`config.mk`:
```
export PLATFORM = sky130hd
export DESIGN_NAME = exec_stage
export DESIGN_NICKNAME = d
export VERILOG_FILES = /design/src/rtl/exec_stage.sv
export SDC_FILE = /design/constraint.sdc
export NUM_CORES = 1
export LEC_CHECK = 0
export ABC_CLOCK_PERIOD_IN_PS = 6350
export BUFFER_PORTS_ARGS = -buffer_cell sky130_fd_sc_hd__buf_2
export CAP_MARGIN = 15
export CORE_MARGIN = 8
export CORE_UTILIZATION = 45
export DETAILED_ROUTE_END_ITERATION = 16
export GPL_ROUTABILITY_DRIVEN = 0
export GPL_TIMING_DRIVEN = 1
export MAX_ROUTING_LAYER = met4
export PLACE_DENSITY = 0.65
export SLEW_MARGIN = 20
export SYNTH_ARGS = -nofsm -noshare
export SYNTH_HDL_FRONTEND = slang
export SYNTH_SLANG_ARGS = --single-unit
```
`constraint.sdc`:
```
create_clock -name clk -period 6.35 [get_ports clk]
set_clock_uncertainty 0.2 [all_clocks]
set_input_delay 0 -clock clk [delete_from_list [all_inputs] [get_ports clk]]
set_output_delay 0 -clock clk [all_outputs]
set_load 0.02 [all_outputs]
```
`src/rtl/exec_stage.sv`:
```
// exec_stage: multicycle execute stage wrapped around an 8x16 register file.
// On start it reads rn then rm through the file's read port, shifts operand B,
// runs one of ADD/CMP/AND/MVN, latches result and {N,V,Z} flags and (except
// for CMP) writes the result back through the file's write port.
// Ports:
//   clk, reset           - rising-edge clock, asynchronous active-high reset
//   start, op, shift     - request and operation fields (sampled in IDLE only)
//   rn, rm, rd           - source A, source B, destination register numbers
//   rf_data_out          - register file read data (combinational on readnum)
//   readnum              - register file read select
//   writenum, write      - register file write select and write enable
//   rf_data_in           - register file write data
//   c_out, status        - latched result and {N,V,Z} flags
//   busy, done           - not-idle indicator and one-cycle completion pulse
// Every output is a flop, so there is no combinational input-to-output path.
module exec_stage #(
    parameter int W = 16
) (
    input  logic         clk,
    input  logic         reset,
    input  logic         start,
    input  logic [1:0]   op,
    input  logic [1:0]   shift,
    input  logic [2:0]   rn,
    input  logic [2:0]   rm,
    input  logic [2:0]   rd,
    input  logic [W-1:0] rf_data_out,
    output logic [2:0]   readnum,
    output logic [2:0]   writenum,
    output logic         write,
    output logic [W-1:0] rf_data_in,
    output logic [W-1:0] c_out,
    output logic [2:0]   status,
    output logic         busy,
    output logic         done
);

    typedef enum logic [2:0] {
        IDLE   = 3'd0,
        LOAD_A = 3'd1,
        LOAD_B = 3'd2,
        EXEC   = 3'd3,
        WRITE  = 3'd4,
        DONE   = 3'd5
    } state_t;

    localparam logic [1:0] OP_ADD = 2'b00;
    localparam logic [1:0] OP_CMP = 2'b01;
    localparam logic [1:0] OP_AND = 2'b10;
    localparam logic [1:0] OP_MVN = 2'b11;

    state_t       state_q, state_d;
    logic [1:0]   op_q, op_d;
    logic [1:0]   shift_q, shift_d;
    logic [2:0]   rn_q, rn_d;
    logic [2:0]   rm_q, rm_d;
    logic [2:0]   rd_q, rd_d;
    logic [W-1:0] a_q, a_d;
    logic [W-1:0] b_q, b_d;
    logic [W-1:0] c_out_q, c_out_d;
    logic [2:0]   status_q, status_d;
    logic [2:0]   readnum_q, readnum_d;
    logic [2:0]   writenum_q, writenum_d;
    logic         write_q, write_d;
    logic [W-1:0] rf_data_in_q, rf_data_in_d;
    logic         busy_q, busy_d;
    logic         done_q, done_d;

    logic [W-1:0] alu_res_s;
    logic         alu_v_s;

    // Operand B pre-shift: LSL1, LSR1 (zero fill) or ASR1 (sign fill).
    function automatic logic [W-1:0] shift_b(input logic [W-1:0] v, input logic [1:0] s);
        logic [W-1:0] r;
        case (s)
            2'b00:   r = v;
            2'b01:   r = {v[W-2:0], 1'b0};
            2'b10:   r = {1'b0, v[W-1:1]};
            2'b11:   r = {v[W-1], v[W-1:1]};
            default: r = v;
        endcase
        return r;
    endfunction

    // ALU on the captured operands; V is signed overflow for ADD/CMP only.
    always_comb begin
        alu_res_s = {W{1'b0}};
        alu_v_s   = 1'b0;
        case (op_q)
            OP_ADD: begin
                alu_res_s = a_q + b_q;
                alu_v_s   = (a_q[W-1] == b_q[W-1]) && (alu_res_s[W-1] != a_q[W-1]);
            end
            OP_CMP: begin
                alu_res_s = a_q - b_q;
                alu_v_s   = (a_q[W-1] != b_q[W-1]) && (alu_res_s[W-1] != a_q[W-1]);
            end
            OP_AND: begin
                alu_res_s = a_q & b_q;
                alu_v_s   = 1'b0;
            end
            OP_MVN: begin
                alu_res_s = ~b_q;
                alu_v_s   = 1'b0;
            end
            default: begin
                alu_res_s = {W{1'b0}};
                alu_v_s   = 1'b0;
            end
        endcase
    end

    // Next-state and next-output decode; outputs are computed from the state
    // being entered so that they are valid for the whole of that state.
    always_comb begin
        state_d      = state_q;
        op_d         = op_q;
        shift_d      = shift_q;
        rn_d         = rn_q;
        rm_d         = rm_q;
        rd_d         = rd_q;
        a_d          = a_q;
        b_d          = b_q;
        c_out_d      = c_out_q;
        status_d     = status_q;
        readnum_d    = 3'd0;
        writenum_d   = 3'd0;
        write_d      = 1'b0;
        rf_data_in_d = {W{1'b0}};
        busy_d       = 1'b1;
        done_d       = 1'b0;

        case (state_q)
            IDLE: begin
                if (start) begin
                    op_d    = op;
                    shift_d = shift;
                    rn_d    = rn;
                    rm_d    = rm;
                    rd_d    = rd;
                    state_d = LOAD_A;
                end else begin
                    state_d = IDLE;
                end
            end
            LOAD_A: begin
                a_d     = rf_data_out;
                state_d = LOAD_B;
            end
            LOAD_B: begin
                b_d     = shift_b(rf_data_out, shift_q);
                state_d = EXEC;
            end
            EXEC: begin
                c_out_d  = alu_res_s;
                status_d = {alu_res_s[W-1], alu_v_s, (alu_res_s == {W{1'b0}})};
                if (op_q == OP_CMP) begin
                    state_d = DONE;
                end else begin
                    state_d = WRITE;
                end
            end
            WRITE:   state_d = DONE;
            DONE:    state_d = IDLE;
            default: state_d = IDLE;
        endcase

        case (state_d)
            IDLE:   busy_d = 1'b0;
            LOAD_A: readnum_d = rn_d;
            LOAD_B: readnum_d = rm_d;
            EXEC:   busy_d = 1'b1;
            WRITE: begin
                write_d      = 1'b1;
                writenum_d   = rd_q;
                rf_data_in_d = c_out_d;
            end
            DONE:    done_d = 1'b1;
            default: busy_d = 1'b0;
        endcase
    end

    // State, latched fields, operands and registered outputs.
    always_ff @(posedge clk or posedge reset) begin
        if (reset) begin
            state_q      <= IDLE;
            op_q         <= 2'd0;
            shift_q      <= 2'd0;
            rn_q         <= 3'd0;
            rm_q         <= 3'd0;
            rd_q         <= 3'd0;
            a_q          <= {W{1'b0}};
            b_q          <= {W{1'b0}};
            c_out_q      <= {W{1'b0}};
            status_q     <= 3'd0;
            readnum_q    <= 3'd0;
            writenum_q   <= 3'd0;
            write_q      <= 1'b0;
            rf_data_in_q <= {W{1'b0}};
            busy_q       <= 1'b0;
            done_q       <= 1'b0;
        end else begin
            state_q      <= state_d;
            op_q         <= op_d;
            shift_q      <= shift_d;
            rn_q         <= rn_d;
            rm_q         <= rm_d;
            rd_q         <= rd_d;
            a_q          <= a_d;
            b_q          <= b_d;
            c_out_q      <= c_out_d;
            status_q     <= status_d;
            readnum_q    <= readnum_d;
            writenum_q   <= writenum_d;
            write_q      <= write_d;
            rf_data_in_q <= rf_data_in_d;
            busy_q       <= busy_d;
            done_q       <= done_d;
        end
    end

    assign readnum    = readnum_q;
    assign writenum   = writenum_q;
    assign write      = write_q;
    assign rf_data_in = rf_data_in_q;
    assign c_out      = c_out_q;
    assign status     = status_q;
    assign busy       = busy_q;
    assign done       = done_q;

endmodule

```
==> metrics.csv, run 1 <==
metric,value,unit
status,"complete, no violations",
clk_latency,0.35,ns
ys_seq_area_share,37.6,%
fillers,1207,
htreeDepth,3,
finalSetupTns,0,ns
finalHoldViolations,0,
drtIter0Drc,442,
ctsResizeCount,0,
die_y,131,um
ys.flop_type,dfrtp_1,
startpoint_type,flip-flop,
yosysWarnings,0,
fmax,265,MHz
place_area,6320,sq um
fin_ws,2.58,ns
post-place-ws,2.62,ns
antenna_found_initial,0,
synthArstFlopShare,100,%
dp_cells,864,
synth-edff-count,0,
postCtsHoldBufs,38,
viasPerCell,5.61,
synth_top_family_by_area,compound AO/OA/AOI/OAI gates,
die-width,131,um
crit_type,reg2reg,
rsz0062_at_grt,false,
post_synth_instance_area,5920,sq um
cp.required,6.43,ns
grt_overflow,0,
drt-met1-wl,6990,um
cts.clk_slew.worst_paths,0.07,ns
die_area,17100,sq um
layout.nets,803,
clock-sinks,89,
ys_ff_latch,89,
slowest_stage,inv_1,
muxShareOfSynthArea,8.54,%
drv_slew,0,
synth-compound-area-share,20.8,%
met2WireLength,6500,um
n_antenna_cell,0,
worst_pin_slew,1.11,ns
dr.max_layer_used,met4,
fin_cells,918,
fin_crit_sh,59.4,%
worstPathArrival,3.85,ns
slew-limit-headroom,26.3,%
finalSetupViolations,0,
grt_pass1_vias,4816,
avgSynthCellArea,9.15,sq um
start_util,45.4,%
drtPass1Iterations,7,
crit_family,simple AND/OR/NAND/NOR gates,
netlist_instances,647,
rows,42,
track_usage,18.7,%
period_minus_slack,3.77,ns
area_growth,18.1,%
cts_buffers,9,
dr_wl_met3,1220,um
drc,0,
final_cell_area,6990,sq um
synth_nets,713,
root_buffer,clkbuf_16,
synth_xor_area_share,1.33,%
cap_violations,0,
worstPathMaxFanout,35,
synthAdderAreaFrac,7.44,%
core,13000,sq um
ctsLongestPathBuffers,2,
place_hpwl,11300,um
max_stage_delay,0.86,ns
synth_cell_types,82,
grt_pass1_wl,24600,um
wl_per_cell,16.2,um
cts_tree,yes,
post_cts_buffers,0,
num_vias,5148,
grt_max_degree,90,
crit_buf_inv,1,
ant_nets,0,
cpMostUsedCell,nand3_1,
crit_chain,inv_1 -> nand2_1 -> a221oi_1 -> nand3_1 -> nand4bb_1 -> nor4_1 -> nand3_1 -> nor4b_2 -> a22o_1,
io_pins,76,
hold_class,in2reg,
wl,14900,um
layout-drive-gt1-share,19.3,%
worstSetupEndpointType,flip-flop,
placement.io_buffers,75,
yosys.area_share.simple,17.8,%
sequential cells by signal, indices dropped and copies added, names as in the netlist, 16 cells and up:
name and count:
a_q 16, c_out 16, b_q 16, rf_data_in 16
final timing paths:
kind | to | slack [ns] | cells after the start | startpoint
setup reg to reg | status[0]$_DFFE_PP0N_ | 2.58 | 9 | op_q[0]$_DFFE_PP0P_
min in group asynchronous | writenum[2]$_DFF_PP0_ | 0.21 | 4 | reset
hold / removal | rd_q[0]$_DFFE_PP0P_ | 0.19 | 4 | rd[0]
hold reg to reg | c_out[13]$_DFF_PP0_ | 0.29 | 2 | c_out[13]$_DFF_PP0_
max in group asynchronous | a_q[8]$_DFFE_PP0P_ | 5.21 | 4 | reset
setup / recovery | status[0]$_DFFE_PP0N_ | 2.58 | 9 | op_q[0]$_DFFE_PP0P_
per-stage QoR:
step | utilization, % | hold WS, ns
floorplan | - | -0.0832
global placement | 48.5 | 0.00409
detailed placement | 48.5 | 0.0150
CTS | 53.6 | 0.188
global route | 53.7 | 0.190
finish | 53.7 | 0.188
synth_stat cells (all sizes together), types with 4 or more instances:
library cell	number	area [sq um]
dfrtp	89	2230
nand2	79	297
o21ai	49	249
inv	43	161
nor2	43	161
a21oi	40	200
ha	32	400
clkbuf	22	123
mux2	22	248
and2	19	124
mux2i	19	190
buf	15	103
nand3	15	75.1
nor3	15	80.1
a211oi	12	95.1
nor2b	10	62.6
o211ai	10	75.1
nand2b	7	43.8
xnor2	7	61.3
a22o	6	52.6
or3	6	37.5
a2111oi	5	68.8
o21a	5	37.5
o21bai	5	41.3
a21o	4	30.0
a221oi	4	41.3
a31oi	4	31.3
nor4	4	25.0
o31a	4	35.0
o31ai	4	30.0
worst register-to-register path: stages (launching register included):
cell       delay, ns
dfrtp_1         0.78
inv_1           0.87
nand2_1         0.35
a221oi_1        0.34
nand3_1         0.13
nand4bb_1       0.21
nor4_1          0.30
nand3_1         0.15
nor4b_2         0.23
a22o_1          0.15
placed cells by master (no fill, tap or decap), types with 3 or more instances in the layout:
cell type      count
a211oi_1          11
a31oi_1            3
xnor2_1            7
and2_1            16
clkinv_2           3
a21oi_1           40
a21o_1             4
o21bai_1           4
nor2b_1            9
o21ai_0           46
mux2_2            22
nor4_1             4
a22o_1             6
ha_1              32
dfrtp_1           89
or3_1              6
o31ai_1            4
nor2_1            43
mux2i_1           19
a2111oi_0          3
a221oi_1           3
o21a_1             5
nand2b_1           7
o211ai_1          10
inv_1             41
nand2_1           79
nor3_1            14
clkbuf_16          9
buf_2             75
nand3_1           15
mux4_2             3
dlygate4sd3_1     38
o31a_1             4
layer usage:
layer	global-route usage [%]	vias up
met5	-	-
met4	5.27	0
met3	3.86	22
met2	26.7	187
met1	26.2	2460
li1	-	2479
kinds of logic after synthesis:
logic type	after synthesis
AND/OR/NAND/NOR	214
AO/OA/AOI/OAI	177
flip-flops	89
buffers and inverters	80
multiplexers	44
adder cells (fa/ha/maj)	34
XOR/XNOR	9
area by class of cell:
type	count	area, sq um	area share, %
clock buffers	9	225	3.22
well taps	176	220	3.15
multi-input cells	478	3320	47.5
repair buffers	116	782	11.2
clock inverters	7	53.8	0.769
inverters	43	163	2.33
flip-flops and latches	89	2230	31.8
Power of run 1 is not shown: default switching activity piles up to over one toggle a cycle in this logic, so the estimate is an artifact.
==> run 2: changes to the inputs <==
--- a/config.mk
+++ b/config.mk
@@ -5,7 +5,7 @@
 export SDC_FILE = /design/constraint.sdc
 export NUM_CORES = 1
 export LEC_CHECK = 0
-export ABC_CLOCK_PERIOD_IN_PS = 6350
+export ABC_CLOCK_PERIOD_IN_PS = 3500
 export BUFFER_PORTS_ARGS = -buffer_cell sky130_fd_sc_hd__buf_2
 export CAP_MARGIN = 15
 export CORE_MARGIN = 8
==> constraint.sdc (replaced) <==
create_clock -name clk -period 3.5 [get_ports clk]
set_clock_uncertainty 0.2 [all_clocks]
set_input_delay 0 -clock clk [delete_from_list [all_inputs] [get_ports clk]]
set_output_delay 0 -clock clk [all_outputs]
set_load 0.02 [all_outputs]
==> run 2 against run 1 <==
Global-route usage up 0.090 points. Wire length up 1.4%. Non-clock buffer count up 12. Final cell count up 1.3%. Critical endpoint unchanged.
==> metrics.csv, run 2 (synthesis results as in run 1) <==
metric,value,unit
place_hpwl,11400,um
cts.clk_slew.worst_paths,0.06,ns
root_buffer,clkbuf_16,
rows,42,
slowest_stage,a2111oi_0,
crit_type,reg2reg,
final_cell_mix,"89 x dfrtp_1, 79 x nand2_1, 75 x buf_2",
fin_crit_sh,95.2,%
num_vias,5193,
post-place-ws,0.164,ns
wl_per_cell,16.3,um
io_pins,76,
rsz0062_at_grt,false,
crit_family,compound AO/OA/AOI/OAI gates,
layout.nets,815,
holdWs,0.158,ns
cp.required,3.58,ns
drc,0,
htreeDepth,3,
cts_tree,yes,
layout-drive-gt1-share,20.6,%
crit_chain,ha_1 -> fa_1 -> nand2b_1 -> a211oi_2 -> nor2_1 -> a2111oi_0 -> a32oi_1 -> xnor2_1 -> o21ai_0 -> nor4b_2 -> a22o_1,
drv_slew,0,
core,13000,sq um
ctsLongestPathBuffers,2,
n_antenna_cell,0,
wl,15100,um
grt_max_degree,57,
slew-limit-headroom,32.3,%
finalHoldViolations,0,
drtPass1Iterations,5,
area_growth,19.4,%
grt_overflow,0,
startpoint_type,flip-flop,
fin_util,54.3,%
start_util,45.4,%
crit_buf_inv,0,
die_area,17100,sq um
grt_pass1_wl,24800,um
reg2reg_slack,0.17,ns
ant_nets,0,
layout.cells.most_common,dfrtp_1,
cap_violations,0,
die-width,131,um
period_minus_slack,3.33,ns
post_cts_buffers,0,
drtIter0Drc,479,
placement.io_buffers,75,
worstSetupEndpointType,flip-flop,
hold_class,in2async,
worstPathArrival,3.42,ns
worst_pin_slew,1.01,ns
status,"complete, no violations",
track_usage,18.8,%
cts_buffers,9,
die_y,131,um
finalSetupTns,0,ns
finalSetupViolations,0,
fin_ws,0.169,ns
fmax,300,MHz
clk_latency,0.35,ns
grt_pass1_vias,4929,
worstPathMaxFanout,5,
antenna_found_initial,0,
clock-sinks,89,
viasPerCell,5.58,
max_stage_delay,0.45,ns
## run 2: final timing paths
check,cells past startpoint,from,endpoint
max in group asynchronous,4,reset,b_q[13]$_DFFE_PP0P_
min in group clk,4,rd[1],rd_q[1]$_DFFE_PP0P_
worst min register to register,2,c_out[13]$_DFF_PP0_,c_out[13]$_DFF_PP0_
worst max-delay path,11,b_q[0]$_DFFE_PP0P_,status[0]$_DFFE_PP0N_
worst max register to register,11,b_q[0]$_DFFE_PP0P_,status[0]$_DFFE_PP0N_
worst min-delay path,3,reset,rd_q[0]$_DFFE_PP0P_
## run 2: what timing repair did
action | CTS | global route
endpoints found under the hold margin | 101 | 0
resized for setup | 0 | 1
hold buffers | 38 | 0
endpoints found under the setup margin | 0 | 2
## run 2: metrics by stage
step / cell area [sq um] / cells
2_1_floorplan: 5920 / 647
3_3_place_gp: 6410 / 876
3_5_place_dp: 6410 / 876
4_1_cts: 7070 / 930
5_1_grt: 7070 / 930
6_report: 7070 / 930
## run 2: cell type report
type                            instances  area, sq um
Fill cell                            1221         5960
Multi-Input combinational cell        478         3320
Sequential cell                        89         2230
Timing Repair Buffer                  128          868
Clock buffer                           10          229
Tap cell                              176          220
Inverter                               43          163
Clock inverter                          6         43.8
## run 2: per-layer routing
layer  wire [um]  track usage [%]  up-vias
met5           0                -        -
met4         278             7.22        0
met3        1350             3.33       24
met2        6500             27.5      209
met1        7000             25.4     2456
li1            -                -     2504
## run 2: tightest hold or removal path, delay by kind of cell
| kind | cells | cell delay (ns) |
|---|---|---|
| buffers and inverters | 3 | 1.24 |
Power of run 2 is left out for the same reason.
==> run 3: changes to the inputs <==
--- a/config.mk
+++ b/config.mk
@@ -15,6 +15,8 @@
 export GPL_TIMING_DRIVEN = 1
 export MAX_ROUTING_LAYER = met4
 export PLACE_DENSITY = 0.65
+export REMOVE_ABC_BUFFERS = 1
+export SKIP_CTS_REPAIR_TIMING = 1
 export SLEW_MARGIN = 20
 export SYNTH_ARGS = -nofsm -noshare
 export SYNTH_HDL_FRONTEND = slang
==> constraint.sdc (replaced) <==
create_clock -name clk -period 3.5 [get_ports clk]
set_clock_uncertainty 0.2 [all_clocks]
set_input_delay 0.35 -clock clk [delete_from_list [all_inputs] [get_ports clk]]
set_output_delay 0.35 -clock clk [all_outputs]
set_load 0.02 [all_outputs]
==> run 3 against run 2 <==
Sequential share of layout area increased by 1.4 points. Final cell count decreased by 3.8%. Register-to-register slack barely moved. Critical path depth stayed put. Worst setup slack got worse by 0.0012 ns.
==> metrics.csv, run 3 (synthesis results as in run 1) <==
metric,value,unit
grt_pass1_vias,4909,
clock-sinks,89,
core,13000,sq um
die_y,131,um
hold_class,in2reg,
crit_family,compound AO/OA/AOI/OAI gates,
num_vias,5026,
status,"complete, no violations",
antenna_found_initial,0,
rsz0062_at_grt,false,
fin_crit_sh,95.2,%
drtPass1Iterations,5,
max_stage_delay,0.44,ns
track_usage,18.6,%
clk_latency,0.34,ns
worstSetupEndpointType,flip-flop,
wl_per_cell,17.0,um
finalSetupViolations,0,
drv_slew,0,
drc,0,
placement.io_buffers,75,
ctsLongestPathBuffers,2,
grt_max_degree,35,
crit_chain,inv_1 -> ha_1 -> nand2b_1 -> a221oi_2 -> o211ai_1 -> a211o_1 -> a31oi_1 -> o221ai_1 -> or2_4 -> o21a_1 -> and2_1,
drtIter0Drc,450,
cap_violations,0,
crit_buf_inv,1,
start_util,45.4,%
fillers,1240,
die_area,17100,sq um
worstPathArrival,3.36,ns
startpoint_type,flip-flop,
finalSetupTns,0,ns
cp.required,3.53,ns
layout.nets,780,
root_buffer,clkbuf_16,
worst_pin_slew,1.09,ns
slowest_stage,dfrtp_1,
rows,42,
post-place-ws,0.120,ns
ant_nets,0,
cts_tree,yes,
slew-limit-headroom,27.4,%
die-width,131,um
crit_type,reg2reg,
viasPerCell,5.62,
n_antenna_cell,0,
grt_pass1_wl,24800,um
finalHoldViolations,0,
cts.clk_slew.worst_paths,0.07,ns
period_minus_slack,3.33,ns
final_cell_mix,"89 x dfrtp_1, 79 x nand2_1, 75 x buf_2",
fin_ws,0.168,ns
grt_overflow,0,
place_hpwl,11300,um
wl,15200,um
layout-drive-gt1-share,22.0,%
htreeDepth,3,
layout.cells.most_common,dfrtp_1,
area_growth,14.5,%
cts_buffers,9,
fmax,300,MHz
worstPathMaxFanout,5,
io_pins,76,
-- run 3: worst paths after layout --
check | to | slack, ns | from | cells after the start
hold reg to reg | c_out[13]$_DFF_PP0_ | 0.28 | c_out[13]$_DFF_PP0_ | 2
min in group asynchronous | rd_q[0]$_DFFE_PP0P_ | 0.33 | reset | 3
setup / recovery | rf_data_in[15]$_DFF_PP0_ | 0.17 | b_q[1]$_DFFE_PP0P_ | 11
hold / removal | rd_q[2]$_DFFE_PP0P_ | 0.01 | rd[2] | 3
max in group asynchronous | b_q[9]$_DFFE_PP0P_ | 2.00 | reset | 4
setup reg to reg | rf_data_in[15]$_DFF_PP0_ | 0.17 | b_q[1]$_DFFE_PP0P_ | 11
-- run 3: area by class of cell --
cell class	instances	area [sq um]	area share, %
Tap cell	176	220	3.25
Sequential cell	89	2230	32.8
Multi-Input combinational cell	478	3320	49.0
Inverter	43	163	2.40
Clock buffer	10	239	3.52
Clock inverter	6	96.3	1.42
Timing Repair Buffer	93	513	7.56
-- run 3: layer usage --
layer	up-vias	routed length [um]	global-route usage, %
li1	2435	-	-
met1	2393	6860	23.9
met2	180	7020	29.6
met3	18	1120	3.41
met4	0	237	5.27
met5	-	0	-
-- run 3: worst register-to-register path, delay by kind of cell (launching register included) --
kind,cells,cell delay [ns]
AND/OR/NAND/NOR,3,0.61
adder cells (fa/ha/maj),1,0.31
buffers and inverters,1,0.11
AO/OA/AOI/OAI,6,1.56
flip-flops,1,0.44
-- run 3: through the flow --
| step | instance area [sq um] | std cells | hold slack [ns] | utilization (%) |
|---|---|---|---|---|
| after floorplan | 5700 | 610 | 0.257 | - |
| after global placement | 6430 | 878 | 0.144 | 49.3 |
| after detailed placement | 6430 | 878 | 0.144 | 49.3 |
| after CTS | 6770 | 894 | -0.217 | 51.9 |
| after global routing | 6780 | 895 | 0.0246 | 52.0 |
| final | 6780 | 895 | 0.0130 | 52.0 |
Power of run 3 is left out for the same reason.
